**src/rtl/avl_traffic_gen_master.sv**
```systemverilog
// Avalon-style traffic generator master.
// Issues a reproducible pseudo-random stream of word-aligned reads and writes
// inside one address window, limits reads in flight, counts responses and
// reports completion. Command fields come from a 32-bit Galois LFSR that is
// stepped once per GEN cycle and once per accepted command.
module avl_traffic_gen_master #(
  parameter int unsigned MASTER_ID         = 0,
  parameter logic [31:0] ADDR_BASE         = 32'h0000_0000,
  parameter int unsigned ADDR_SPAN_LOG2    = 10,
  parameter int unsigned NUM_CMDS          = 256,
  parameter int unsigned MAX_OUTSTANDING   = 4,
  parameter logic [31:0] SEED              = 32'hACE1_2468,
  parameter int unsigned WRITE_PCT_LOG2    = 1,
  parameter bit          RESP_BACKPRESSURE = 1'b0
) (
  input  logic        clk,
  input  logic        rest,
  input  logic        start,
  output logic [31:0] address,
  output logic [3:0]  byte_en,
  output logic        read,
  output logic        write,
  output logic [31:0] write_data,
  input  logic        request_ready,
  input  logic [31:0] read_data,
  input  logic        read_data_valid,
  output logic        resp_ready,
  output logic        busy,
  output logic        done,
  output logic        resp_err,
  output logic [15:0] cmd_count,
  output logic [15:0] rd_count
);

  localparam logic [31:0] LFSR_TAPS = 32'h8020_0003;
  localparam logic [31:0] SEED_MIX  = SEED ^ 32'(MASTER_ID);
  // An all-zero Galois LFSR never leaves zero, so that seed is replaced.
  localparam logic [31:0] SEED_INIT = (SEED_MIX == 32'd0) ? 32'd1 : SEED_MIX;
  // Keeps the in-window word offset bits [ADDR_SPAN_LOG2-1:2].
  localparam logic [31:0] OFFS_MASK = ((32'd1 << ADDR_SPAN_LOG2) - 32'd1) & 32'hFFFF_FFFC;
  // Zero mask (WRITE_PCT_LOG2 == 0) makes every command a write.
  localparam logic [31:0] WR_MASK   = (32'd1 << WRITE_PCT_LOG2) - 32'd1;
  localparam logic [3:0]  MAX_OUT   = 4'(MAX_OUTSTANDING);
  localparam logic [16:0] LAST_CMD  = 17'(NUM_CMDS);

  typedef enum logic [2:0] {
    ST_IDLE,
    ST_GEN,
    ST_ISSUE,
    ST_DRAIN,
    ST_DONE
  } state_t;

  state_t      state_reg, state_next;
  logic [31:0] lfsr_reg;
  logic [31:0] lfsr_step;
  logic [31:0] addr_reg;
  logic [3:0]  byte_en_reg;
  logic [31:0] wdata_reg;
  logic        is_write_reg;
  logic [3:0]  outstanding_reg;
  logic [15:0] cmd_count_reg;
  logic [15:0] rd_count_reg;
  logic        resp_err_reg;

  logic        cmd_read;
  logic        cmd_write;
  logic        cmd_accept;
  logic        read_accept;
  logic        resp_hs;
  logic        start_run;
  logic        last_cmd;
  logic        resp_level;

  // Read data is checked downstream by the bus monitor, not here.
  logic unused_read_data;
  assign unused_read_data = ^read_data;

  // One Galois step (right shift, feedback from bit 0).
  always_comb begin
    lfsr_step = {1'b0, lfsr_reg[31:1]} ^ (lfsr_reg[0] ? LFSR_TAPS : 32'h0);
  end

  // A read is held off while the in-flight limit is reached; writes never are.
  assign cmd_write   = (state_reg == ST_ISSUE) && is_write_reg;
  assign cmd_read    = (state_reg == ST_ISSUE) && !is_write_reg && (outstanding_reg != MAX_OUT);
  assign cmd_accept  = (cmd_read || cmd_write) && request_ready;
  assign read_accept = cmd_read && request_ready;
  assign resp_hs     = read_data_valid && resp_ready;
  assign start_run   = start && ((state_reg == ST_IDLE) || (state_reg == ST_DONE));
  assign last_cmd    = (({1'b0, cmd_count_reg}) + 17'd1) == LAST_CMD;
  assign resp_level  = RESP_BACKPRESSURE ? lfsr_reg[31] : 1'b1;

  assign read       = cmd_read;
  assign write      = cmd_write;
  assign address    = addr_reg;
  assign byte_en    = byte_en_reg;
  assign write_data = wdata_reg;
  assign resp_err   = resp_err_reg;
  assign cmd_count  = cmd_count_reg;
  assign rd_count   = rd_count_reg;

  // State register.
  always_ff @(posedge clk) begin
    if (rest) state_reg <= ST_IDLE;
    else      state_reg <= state_next;
  end

  // Next-state and status outputs.
  always_comb begin
    state_next = state_reg;
    busy       = 1'b0;
    done       = 1'b0;
    resp_ready = 1'b0;
    case (state_reg)
      ST_IDLE: begin
        if (start) state_next = ST_GEN;
      end
      ST_GEN: begin
        busy       = 1'b1;
        resp_ready = resp_level;
        state_next = ST_ISSUE;
      end
      ST_ISSUE: begin
        busy       = 1'b1;
        resp_ready = resp_level;
        if (cmd_accept) state_next = last_cmd ? ST_DRAIN : ST_GEN;
      end
      ST_DRAIN: begin
        busy       = 1'b1;
        resp_ready = resp_level;
        if (outstanding_reg == 4'd0) state_next = ST_DONE;
      end
      ST_DONE: begin
        done       = 1'b1;
        resp_ready = resp_level;
        if (start) state_next = ST_GEN;
      end
      default: state_next = ST_IDLE;
    endcase
  end

  // LFSR: steps on GEN and on every accepted command, nowhere else.
  always_ff @(posedge clk) begin
    if (rest) begin
      lfsr_reg <= SEED_INIT;
    end else if ((state_reg == ST_GEN) || cmd_accept) begin
      lfsr_reg <= lfsr_step;
    end
  end

  // Command latch: fields are taken from the freshly stepped LFSR in GEN and
  // stay frozen until the next GEN, so they are stable while driven.
  always_ff @(posedge clk) begin
    if (rest) begin
      addr_reg     <= 32'h0;
      byte_en_reg  <= 4'h0;
      wdata_reg    <= 32'h0;
      is_write_reg <= 1'b0;
    end else if (state_reg == ST_GEN) begin
      addr_reg     <= ADDR_BASE + (lfsr_step & OFFS_MASK);
      is_write_reg <= (lfsr_step & WR_MASK) == 32'h0;
      if ((lfsr_step & WR_MASK) == 32'h0) begin
        byte_en_reg <= (lfsr_step[27:24] == 4'h0) ? 4'hF : lfsr_step[27:24];
        wdata_reg   <= lfsr_step;
      end else begin
        byte_en_reg <= 4'hF;
        wdata_reg   <= 32'h0;
      end
    end
  end

  // Reads in flight; a simultaneous issue and response cancel out, and a
  // stray response never underflows the counter.
  always_ff @(posedge clk) begin
    if (rest) begin
      outstanding_reg <= 4'd0;
    end else begin
      case ({read_accept, resp_hs})
        2'b10:   outstanding_reg <= outstanding_reg + 4'd1;
        2'b01:   if (outstanding_reg != 4'd0) outstanding_reg <= outstanding_reg - 4'd1;
        default: outstanding_reg <= outstanding_reg;
      endcase
    end
  end

  // Run statistics and the sticky unexpected-response flag, cleared per run.
  always_ff @(posedge clk) begin
    if (rest || start_run) begin
      cmd_count_reg <= 16'd0;
      rd_count_reg  <= 16'd0;
      resp_err_reg  <= 1'b0;
    end else begin
      if (cmd_accept) cmd_count_reg <= cmd_count_reg + 16'd1;
      if (resp_hs) rd_count_reg <= rd_count_reg + 16'd1;
      if (resp_hs && (outstanding_reg == 4'd0)) resp_err_reg <= 1'b1;
    end
  end

endmodule

```
**config.mk**
```make
export PLATFORM = sky130hd
export DESIGN_NAME = avl_traffic_gen_master
export DESIGN_NICKNAME = d
export VERILOG_FILES = /design/src/rtl/avl_traffic_gen_master.sv
export SDC_FILE = /design/constraint.sdc
export NUM_CORES = 1
export LEC_CHECK = 0
export BUFFER_PORTS_ARGS = -buffer_cell sky130_fd_sc_hd__clkbuf_2
export CAP_MARGIN = 5
export CORE_ASPECT_RATIO = 0.7
export CORE_UTILIZATION = 34
export CTS_BUF_LIST = sky130_fd_sc_hd__clkbuf_8
export CTS_CLUSTER_SIZE = 20
export DETAILED_ROUTE_END_ITERATION = 7
export GPL_TIMING_DRIVEN = 0
export SLEW_MARGIN = 20
export SYNTH_ARGS = -nofsm -noshare
export SYNTH_HDL_FRONTEND = slang
export SYNTH_SLANG_ARGS = --single-unit
```
**constraint.sdc**
```tcl
create_clock -name clk -period 3 [get_ports clk]
set_input_delay 0.6 -clock clk [delete_from_list [all_inputs] [get_ports clk]]
set_output_delay 0.6 -clock clk [all_outputs]
set_load 0.02 [all_outputs]
```
==> impl_metrics.tcl, run 1 <==
set metrics [dict create \
    finalWeightedCongestion 0.800 \
    track_usage_pct 16.9 \
    fill_cells 1547 \
    cts_tree "done" \
    timing.rr.end "outstanding_reg[3]$_SDFFE_PP0P_" \
    placed_area_um2 5960 \
    cp_top_family "simple AND/OR/NAND/NOR gates" \
    totalWireLength_mm 12.7 \
    dr_total_vias 4461 \
    io_buffers 85 \
    first_pass_iters 4 \
    max-slew-margin-rel_pct 54.7 \
    clkLatencyLatePin_ps 420 \
    synthDistinctLibCells 57 \
    critPathKind "register to register" \
    grt_max_degree 17 \
    holdCritPathClass "register to register" \
    status "completed" \
    end_kind "register" \
    dp_hpwl_mm 9.22 \
    row_count 37 \
    cts_buffers 17 \
    cp_cell_sequence "or3_4 -> and3_1 -> buf_6 -> nand2_1 -> inv_1 -> ha_1 -> a21o_1 -> a21oi_1 -> nand2_1 -> o22ai_1 -> mux2_1" \
    cp_common_cell "nand2_1" \
    die_area_um2 15800 \
    rrSetupSlack_ps 230 \
    final_nets 796 \
    drc 0 \
    overflow 0 \
    crit_path_max_incr_delay_ps 450 \
    synth.most_common_cell "nand2_1" \
    diodes 0 \
    crit_end "outstanding_reg[3]$_SDFFE_PP0P_" \
    synth.cell_area_um2 5200 \
    core_um2 14800 \
    synthFlopType "dfxtp_1" \
    postSynthAreaPerCell_um2 8.34 \
    rsz0062_at_grt "false" \
    antenna_violating_nets_post_route 0 \
    post_drt_wl_per_cell_um 13.2 \
    ff2ff_path_depth 11 \
    vias_per_cell 4.66 \
    synth-edff-count 0 \
    synth_seq_cells 116 \
    setup_viol 0 \
    slew_viol_final 0 \
    synth_area_leader_cell "dfxtp_1" \
    peakVddDrop_mv 0.247 \
    worst_pin_slew_ps 674 \
    synthToLayoutAreaGrowth_pct 22.1 \
    cts.sink_count 116 \
    synth_area_leaders "dfxtp_1, nand2_1, a21oi_1, nand3b_1, buf_4" \
    io_pins 143 \
    cp_max_fo 9 \
    grt_pass1_wl_mm 20.9 \
    crit_cells 11 \
    finalWorstPathRequiredPeriod_ps 2770 \
    syn_inst 624 \
    root_buffer "clkbuf_8" \
    worstPathRequired_ps 3310 \
    drv_cap 0 \
    critPathLaunchType "register" \
    htree_num_levels 4 \
    cts.clk_slew.worst_paths_ps 70 \
    largest_reg_flops 32 \
    chipWidth_um 150 \
    start_util_pct 35.1 \
    yosys_warnings 0 \
    synth_common_cells "nand2_1, dfxtp_1, a21oi_1" \
    drive_above_1_share_pct 21.4 \
    crit_buf_inv 2 \
    cts_max_path_buffers 2 \
    crit_start "state_reg[2]$_SDFFE_PP0P_" \
    stdcell_area_um2 6350 \
    reg2reg_from "state_reg[2]$_SDFFE_PP0P_" \
    synth.top_cell.area_share_pct 44.6 \
    drtIter0Drc 247 \
    p_per_area_nw_per_um2 587 \
    postCtsSetupRepairBufs 0 \
    antenna_found_initial 0 \
    critPathArrivalTime_ps 3080 \
    finalHoldViolations 0 \
    async_flop_share_pct 0 \
    p_leak_uw 0.00259 \
    min_period_over_period_pct 92.2 \
    clock_skew_ps 11.2 \
    setup_tns_ps 0 \
    finalPower_uw 3730 \
    yosysSeqAreaShare_pct 44.6 \
    crit_path_top_delay_cell "or3_4" \
    fmax_ghz 0.361 \
    dieHeight_um 106 \
    grt_pass1_vias 4062 \
]
cells in the final DEF (no fill, tap or decap), types with 21 or more instances in the layout:
cell type and n:
a21oi_1 65, buf_4 28, clkbuf_1 24, clkbuf_2 85, clkbuf_8 21, conb_1 25, dfxtp_1 116, nand2_1 124
nand3b_1 43, nor2_1 50, xnor2_1 21
logic make-up (layout without fill, tap and decap cells):
family          count (synthesis)  in the layout  share of synthesized area (%)
compound gates                 92             92                           10.2
mux                             5              5                           1.08
buf+inv                        72            187                           7.81
fa+ha+maj                       7              7                           1.83
xor+xnor                       33             33                           5.55
simple gates                  298            298                           28.9
other cells                     1             25                         0.0720
flops                         116            116                           44.6
cell type report:
cell class | count | area, um2 | area share, %
plain buffers | 64 | 377 | 5.93
clock inverters | 10 | 109 | 1.71
multi-input cells | 460 | 2570 | 40.5
well taps | 195 | 244 | 3.84
flip-flops and latches | 116 | 2320 | 36.5
clock buffers | 20 | 275 | 4.33
repair buffers | 85 | 425 | 6.69
inverters | 8 | 30.0 | 0.473
worst min path at each step:
stage / slack [ps] / startpoint / cells past startpoint / to
2_1_floorplan: 450 / lfsr_reg[2]$_SDFFE_PP0P_ / 2 / lfsr_reg[2]$_SDFFE_PP0P_
3_3_place_gp: 440 / write_data[6]$_SDFFE_PP0P_ / 2 / write_data[6]$_SDFFE_PP0P_
3_5_place_dp: 440 / write_data[13]$_SDFFE_PP0P_ / 2 / write_data[13]$_SDFFE_PP0P_
4_1_cts: 460 / write_data[7]$_SDFFE_PP0P_ / 2 / write_data[7]$_SDFFE_PP0P_
5_1_grt: 480 / write_data[27]$_SDFFE_PP0P_ / 2 / write_data[27]$_SDFFE_PP0P_
6_report: 450 / write_data[7]$_SDFFE_PP0P_ / 2 / write_data[7]$_SDFFE_PP0P_
layer usage:
| metal | up-vias | track usage [%] | part of all wire [%] |
|---|---|---|---|
| li1 | 2324 | - | - |
| met1 | 2021 | 25.0 | 53 |
| met2 | 114 | 23.3 | 41 |
| met3 | 2 | 4.29 | 6.3 |
| met4 | 0 | 5.41 | 0.37 |
| met5 | - | 0 | 0 |
where the power goes:
part           switching [uW]  total, uW  internal (uW)  leakage (uW)
logic                     380        593            213       0.00144
clock network             629       1420            788      0.000201
registers                82.8       1720           1640      0.000943
timing repair:
item                                    4_1_cts  5_1_grt
endpoints found under the setup margin        0        1
hold buffers                                  0        0
gates resized for setup                       0        2
metrics by stage:
stage / utilization (%) / hold slack, ps / instances / setup slack, ps
4_1_cts: 42.9 / 455 / 958 / 224
3_3_place_gp: 40.3 / 439 / 928 / 262
5_1_grt: 42.9 / 476 / 958 / 96.0
3_5_place_dp: 40.3 / 445 / 928 / 265
2_1_floorplan: - / 445 / 648 / 534
6_report: 42.9 / 453 / 958 / 233
worst register-to-register path, stage by stage, from the launching register on:
cell and delay (ps):
dfxtp_1 390, or3_4 450, and3_1 200, buf_6 140
nand2_1 130, inv_1 80, ha_1 270, a21o_1 180
a21oi_1 200, nand2_1 80, o22ai_1 190, mux2_1 340
(Power assumes the default switching activity.)
==> inputs of run 2 (changes only) <==
--- a/config.mk
+++ b/config.mk
@@ -12,6 +12,7 @@
 export CTS_BUF_LIST = sky130_fd_sc_hd__clkbuf_8
 export CTS_CLUSTER_SIZE = 20
 export DETAILED_ROUTE_END_ITERATION = 7
+export GPL_ROUTABILITY_DRIVEN = 0
 export GPL_TIMING_DRIVEN = 0
 export SLEW_MARGIN = 20
 export SYNTH_ARGS = -nofsm -noshare
==> constraint.sdc (replaced) <==
create_clock -name clk -period 3.3 [get_ports clk]
set_input_delay 0.66 -clock clk [delete_from_list [all_inputs] [get_ports clk]]
set_output_delay 0.66 -clock clk [all_outputs]
set_load 0.02 [all_outputs]
==> impl_metrics.tcl, run 2 (synthesized netlist as in run 1, its figures left out) <==
set metrics [dict create \
    status "completed" \
    row_count 37 \
    final_common_cell "nand2_1" \
    rrSetupSlack_ps 480 \
    cts_resized 0 \
    postCtsSetupRepairBufs 0 \
    start_util_pct 35.1 \
    max-slew-margin-rel_pct 53.3 \
    grt_use_met2_pct 23.3 \
    seq_area_um2 2320 \
    clkLatencyLatePin_ps 430 \
    grt_pass1_wl_mm 20.9 \
    drive_above_1_share_pct 21.4 \
    final_nets 796 \
    clkPwrFrac_pct 38.0 \
    finalHoldViolations 0 \
    cp_max_fo 9 \
    cts_buffers 17 \
    grt_max_degree 17 \
    p_seq_share_pct 46.1 \
    grt_pass1_vias 4062 \
    slew_viol_final 0 \
    root_buffer "clkbuf_8" \
    vias_per_cell 4.65 \
    fin_cells 958 \
    switchingPower_uw 996 \
    worstPathRequired_ps 3610 \
    dr_total_vias 4454 \
    drc 0 \
    dp_hpwl_mm 9.22 \
    post_drt_wl_per_cell_um 13.3 \
    io_buffers 85 \
    hold-path-cell-count 2 \
    critPathLaunchType "register" \
    p_per_area_nw_per_um2 534 \
    diodes 0 \
    end_kind "register" \
    peakVddDrop_mv 0.225 \
    overflow 0 \
    dpl.cell_count 928 \
    rsz0062_at_grt "false" \
    largest_reg_flops 32 \
    holdCritPathClass "register to register" \
    chipWidth_um 150 \
    core_um2 14800 \
    drv_cap 0 \
    cts_max_path_buffers 2 \
    multi_input_comb_area_um2 2570 \
    grt_use_met3_pct 4.29 \
    finalWorstPathRequiredPeriod_ps 2820 \
    clock_skew_ps 13.1 \
    antenna_found_initial 0 \
    cts_tree "done" \
    cts.clk_slew.worst_paths_ps 70 \
    cts.sink_count 116 \
    layout_common_cells "nand2_1, dfxtp_1, clkbuf_2" \
    ff2ff_path_depth 11 \
    htree_num_levels 4 \
    grt.busiest_layer "met1" \
    dieHeight_um 106 \
    first_pass_iters 6 \
    synthToLayoutAreaGrowth_pct 22.0 \
    io_pins 143 \
    grt_use_met1_pct 25.0 \
    worst_pin_slew_ps 694 \
    p_leak_uw 0.00259 \
    track_usage_pct 16.9 \
    fill_cells 1548 \
    min_period_over_period_pct 85.6 \
    critPathArrivalTime_ps 3140 \
    cts_hold_buf 0 \
    setup_tns_ps 0 \
    fmax_ghz 0.354 \
    die_area_um2 15800 \
    netSwitchingFraction_pct 29.3 \
    antenna_violating_nets_post_route 0 \
    critPathKind "register to register" \
    setup_viol 0 \
    drtIter0Drc 259 \
    internal_power_uw 2400 \
    pwr-share-comb_pct 15.9 \
    totalWireLength_mm 12.8 \
]
-- run 2: cell count changes in the layout (fill, tap and decap cells not counted) --
cell,change
nor3b_2,+1
o21ai_0,+1
nor3b_4,-1
o21ai_1,-1
-- run 2: metrics by stage --
step	total power (uW)	utilization (%)	setup slack [ps]	hold WS (ps)	cell area, um2
floorplan	1970	-	834	445	5300
global placement	2130	40.3	562	439	5960
detailed placement	2130	40.3	565	445	5960
CTS	3420	42.9	524	455	6350
global route	3570	42.9	281	476	6350
finish	3390	42.9	475	453	6350
-- run 2: worst paths after layout --
path,start,end
setup / recovery,state_reg[1]$_SDFFE_PP0P_,outstanding_reg[3]$_SDFFE_PP0P_
hold / removal,write_data[7]$_SDFFE_PP0P_,write_data[7]$_SDFFE_PP0P_
setup reg to reg,state_reg[1]$_SDFFE_PP0P_,outstanding_reg[3]$_SDFFE_PP0P_
hold reg to reg,write_data[7]$_SDFFE_PP0P_,write_data[7]$_SDFFE_PP0P_
-- run 2: worst max-delay path, stage by stage (launching register included) --
cell     delay [ps]
dfxtp_1         380
o21ai_0         490
and3_1          260
buf_6           140
nand2_1         120
inv_1           110
ha_1            230
a21o_1          180
a21oi_1         200
nand2_1          80
o22ai_1         190
mux2_1          340
-- run 2: layer usage --
metal  vias to the layer above  wire (um)
met4                         0         72
li1                       2325          -
met2                       104       5130
met1                      2019       6790
met5                         -          0
met3                         6        777
-- run 2: layout make-up --
| class | instances | share of cell area, % |
|---|---|---|
| multi-input cells | 460 | 40.4 |
| flip-flops and latches | 116 | 36.6 |
| repair buffers | 85 | 6.70 |
| plain buffers | 64 | 5.93 |
| clock buffers | 20 | 4.34 |
| well taps | 195 | 3.84 |
| clock inverters | 10 | 1.71 |
| inverters | 8 | 0.473 |
-- run 2: power groups by stage --
stage,Sequential (uW),Combinational (uW),Clock (uW)
after detailed placement,1590,539,0
after floorplan,1620,352,0
after global placement,1600,533,0
final,1560,540,1290
after CTS,1560,542,1310
after global routing,1580,601,1390
==> inputs of run 3 (changes only) <==
--- a/config.mk
+++ b/config.mk
@@ -14,6 +14,7 @@
 export DETAILED_ROUTE_END_ITERATION = 7
 export GPL_ROUTABILITY_DRIVEN = 0
 export GPL_TIMING_DRIVEN = 0
+export REMOVE_ABC_BUFFERS = 1
 export SLEW_MARGIN = 20
 export SYNTH_ARGS = -nofsm -noshare
 export SYNTH_HDL_FRONTEND = slang
==> impl_metrics.tcl, run 3 (synthesized netlist as in run 1, its figures left out) <==
set metrics [dict create \
    fin_cells 898 \
    finalHoldViolations 0 \
    dr_total_vias 4353 \
    end_kind "register" \
    die_area_um2 15800 \
    largest_reg_flops 32 \
    clkLatencyLatePin_ps 430 \
    io_pins 143 \
    synthToLayoutAreaGrowth_pct 16.1 \
    layout_common_cells "nand2_1, dfxtp_1, clkbuf_2" \
    status "completed" \
    worstPathRequired_ps 3610 \
    drv_cap 0 \
    postCtsSetupRepairBufs 0 \
    setup_tns_ps 0 \
    critPathArrivalTime_ps 3170 \
    setup_viol 0 \
    track_usage_pct 15.2 \
    max-slew-margin-rel_pct 39.8 \
    crit_path_top_delay_cell "o21ai_0" \
    drive_above_1_share_pct 19.3 \
    drtIter0Drc 239 \
    cts_hold_buf 0 \
    htree_num_levels 4 \
    cts_resized 0 \
    crit_path_max_incr_delay_ps 490 \
    overflow 0 \
    row_count 37 \
    slew_viol_final 0 \
    critPathLaunchType "register" \
    worst_pin_slew_ps 903 \
    cp_max_fo 9 \
    cp_cell_sequence "o21ai_0 -> and3_1 -> nand2_1 -> inv_1 -> ha_1 -> a21o_1 -> a21oi_1 -> nand2_1 -> o22ai_1 -> mux2_1" \
    dp_hpwl_mm 7.70 \
    root_buffer "clkbuf_8" \
    vias_per_cell 4.85 \
    holdCritPathClass "register to register" \
    chipWidth_um 150 \
    post_drt_wl_per_cell_um 12.8 \
    clock_skew_ps 12.6 \
    final_nets 734 \
    cts.clk_slew.worst_paths_ps 70 \
    cts.sink_count 116 \
    io_buffers 85 \
    cts_buffers 17 \
    cts_max_path_buffers 2 \
    grt_pass1_wl_mm 19.1 \
    final_common_cell "nand2_1" \
    critPathKind "register to register" \
    cp_common_cell "nand2_1" \
    p_leak_uw 0.00238 \
    dieHeight_um 106 \
    fmax_ghz 0.350 \
    p_per_area_nw_per_um2 557 \
    fill_cells 1523 \
    utilization_pct 40.8 \
    finalWorstPathRequiredPeriod_ps 2860 \
    dpl.cell_count 866 \
    cts_tree "done" \
    grt_pass1_vias 3968 \
    min_period_over_period_pct 86.7 \
    grt_max_degree 46 \
    start_util_pct 35.1 \
    core_um2 14800 \
    antenna_violating_nets_post_route 0 \
    totalWireLength_mm 11.5 \
    antenna_found_initial 0 \
    drc 0 \
    diodes 0 \
    first_pass_iters 4 \
    rsz0062_at_grt "false" \
    peakVddDrop_mv 0.223 \
]
run 3: worst max-delay path, delay by kind of cell, from the launching register on:
kind                       cells  cell delay [ps]
and+or+nand+nor                3              710
AOI/OAI and AO/OA              4             1000
DFF                            1              360
muxes                          1              330
adders and majority gates      1              230
buffers and inverters          1              120
run 3: area by class of cell:
class	instances	area, um2	area share (%)
multi-input cells	460	2580	42.7
clock buffers	18	248	4.10
clock inverters	14	151	2.51
inverters	8	30.0	0.497
flip-flops and latches	116	2320	38.4
well taps	195	244	4.04
repair buffers	87	468	7.74
run 3: path summary, 6_finish.rpt:
kind / from / end / slack (ps) / cells after the start
hold / removal: write_data[29]$_SDFFE_PP0P_ / write_data[29]$_SDFFE_PP0P_ / 450 / 2
setup reg to reg: state_reg[1]$_SDFFE_PP0P_ / outstanding_reg[3]$_SDFFE_PP0P_ / 440 / 10
setup / recovery: state_reg[1]$_SDFFE_PP0P_ / outstanding_reg[3]$_SDFFE_PP0P_ / 440 / 10
hold reg to reg: write_data[29]$_SDFFE_PP0P_ / write_data[29]$_SDFFE_PP0P_ / 450 / 2
run 3: per-stage QoR:
step / hold slack, ps / worst slack [ps] / power (uW) / cell area [um2]
2_1_floorplan: 439 / 841 / 1910 / 4920
3_3_place_gp: 442 / -24.2 / 2060 / 5590
3_5_place_dp: 445 / 450 / 2080 / 5640
4_1_cts: 455 / 438 / 3420 / 6040
5_1_grt: 475 / 239 / 3560 / 6040
6_report: 449 / 439 / 3370 / 6040
run 3: metal layers:
metal	share of wire, %	routed length [um]	global-route usage (%)	vias to the layer above
li1	-	-	-	2198
met1	50	5710	20.7	2049
met2	45	5230	22.9	91
met3	3.8	440	3.46	15
met4	1.4	157	6.13	0
met5	0	0	0	-
run 3: power by group:
part	total [uW]	internal (uW)	leakage (uW)	switching (uW)
Combinational	483	160	0.00124	323
Clock	1320	698	0.000200	625
Sequential	1560	1490	0.000943	74.0
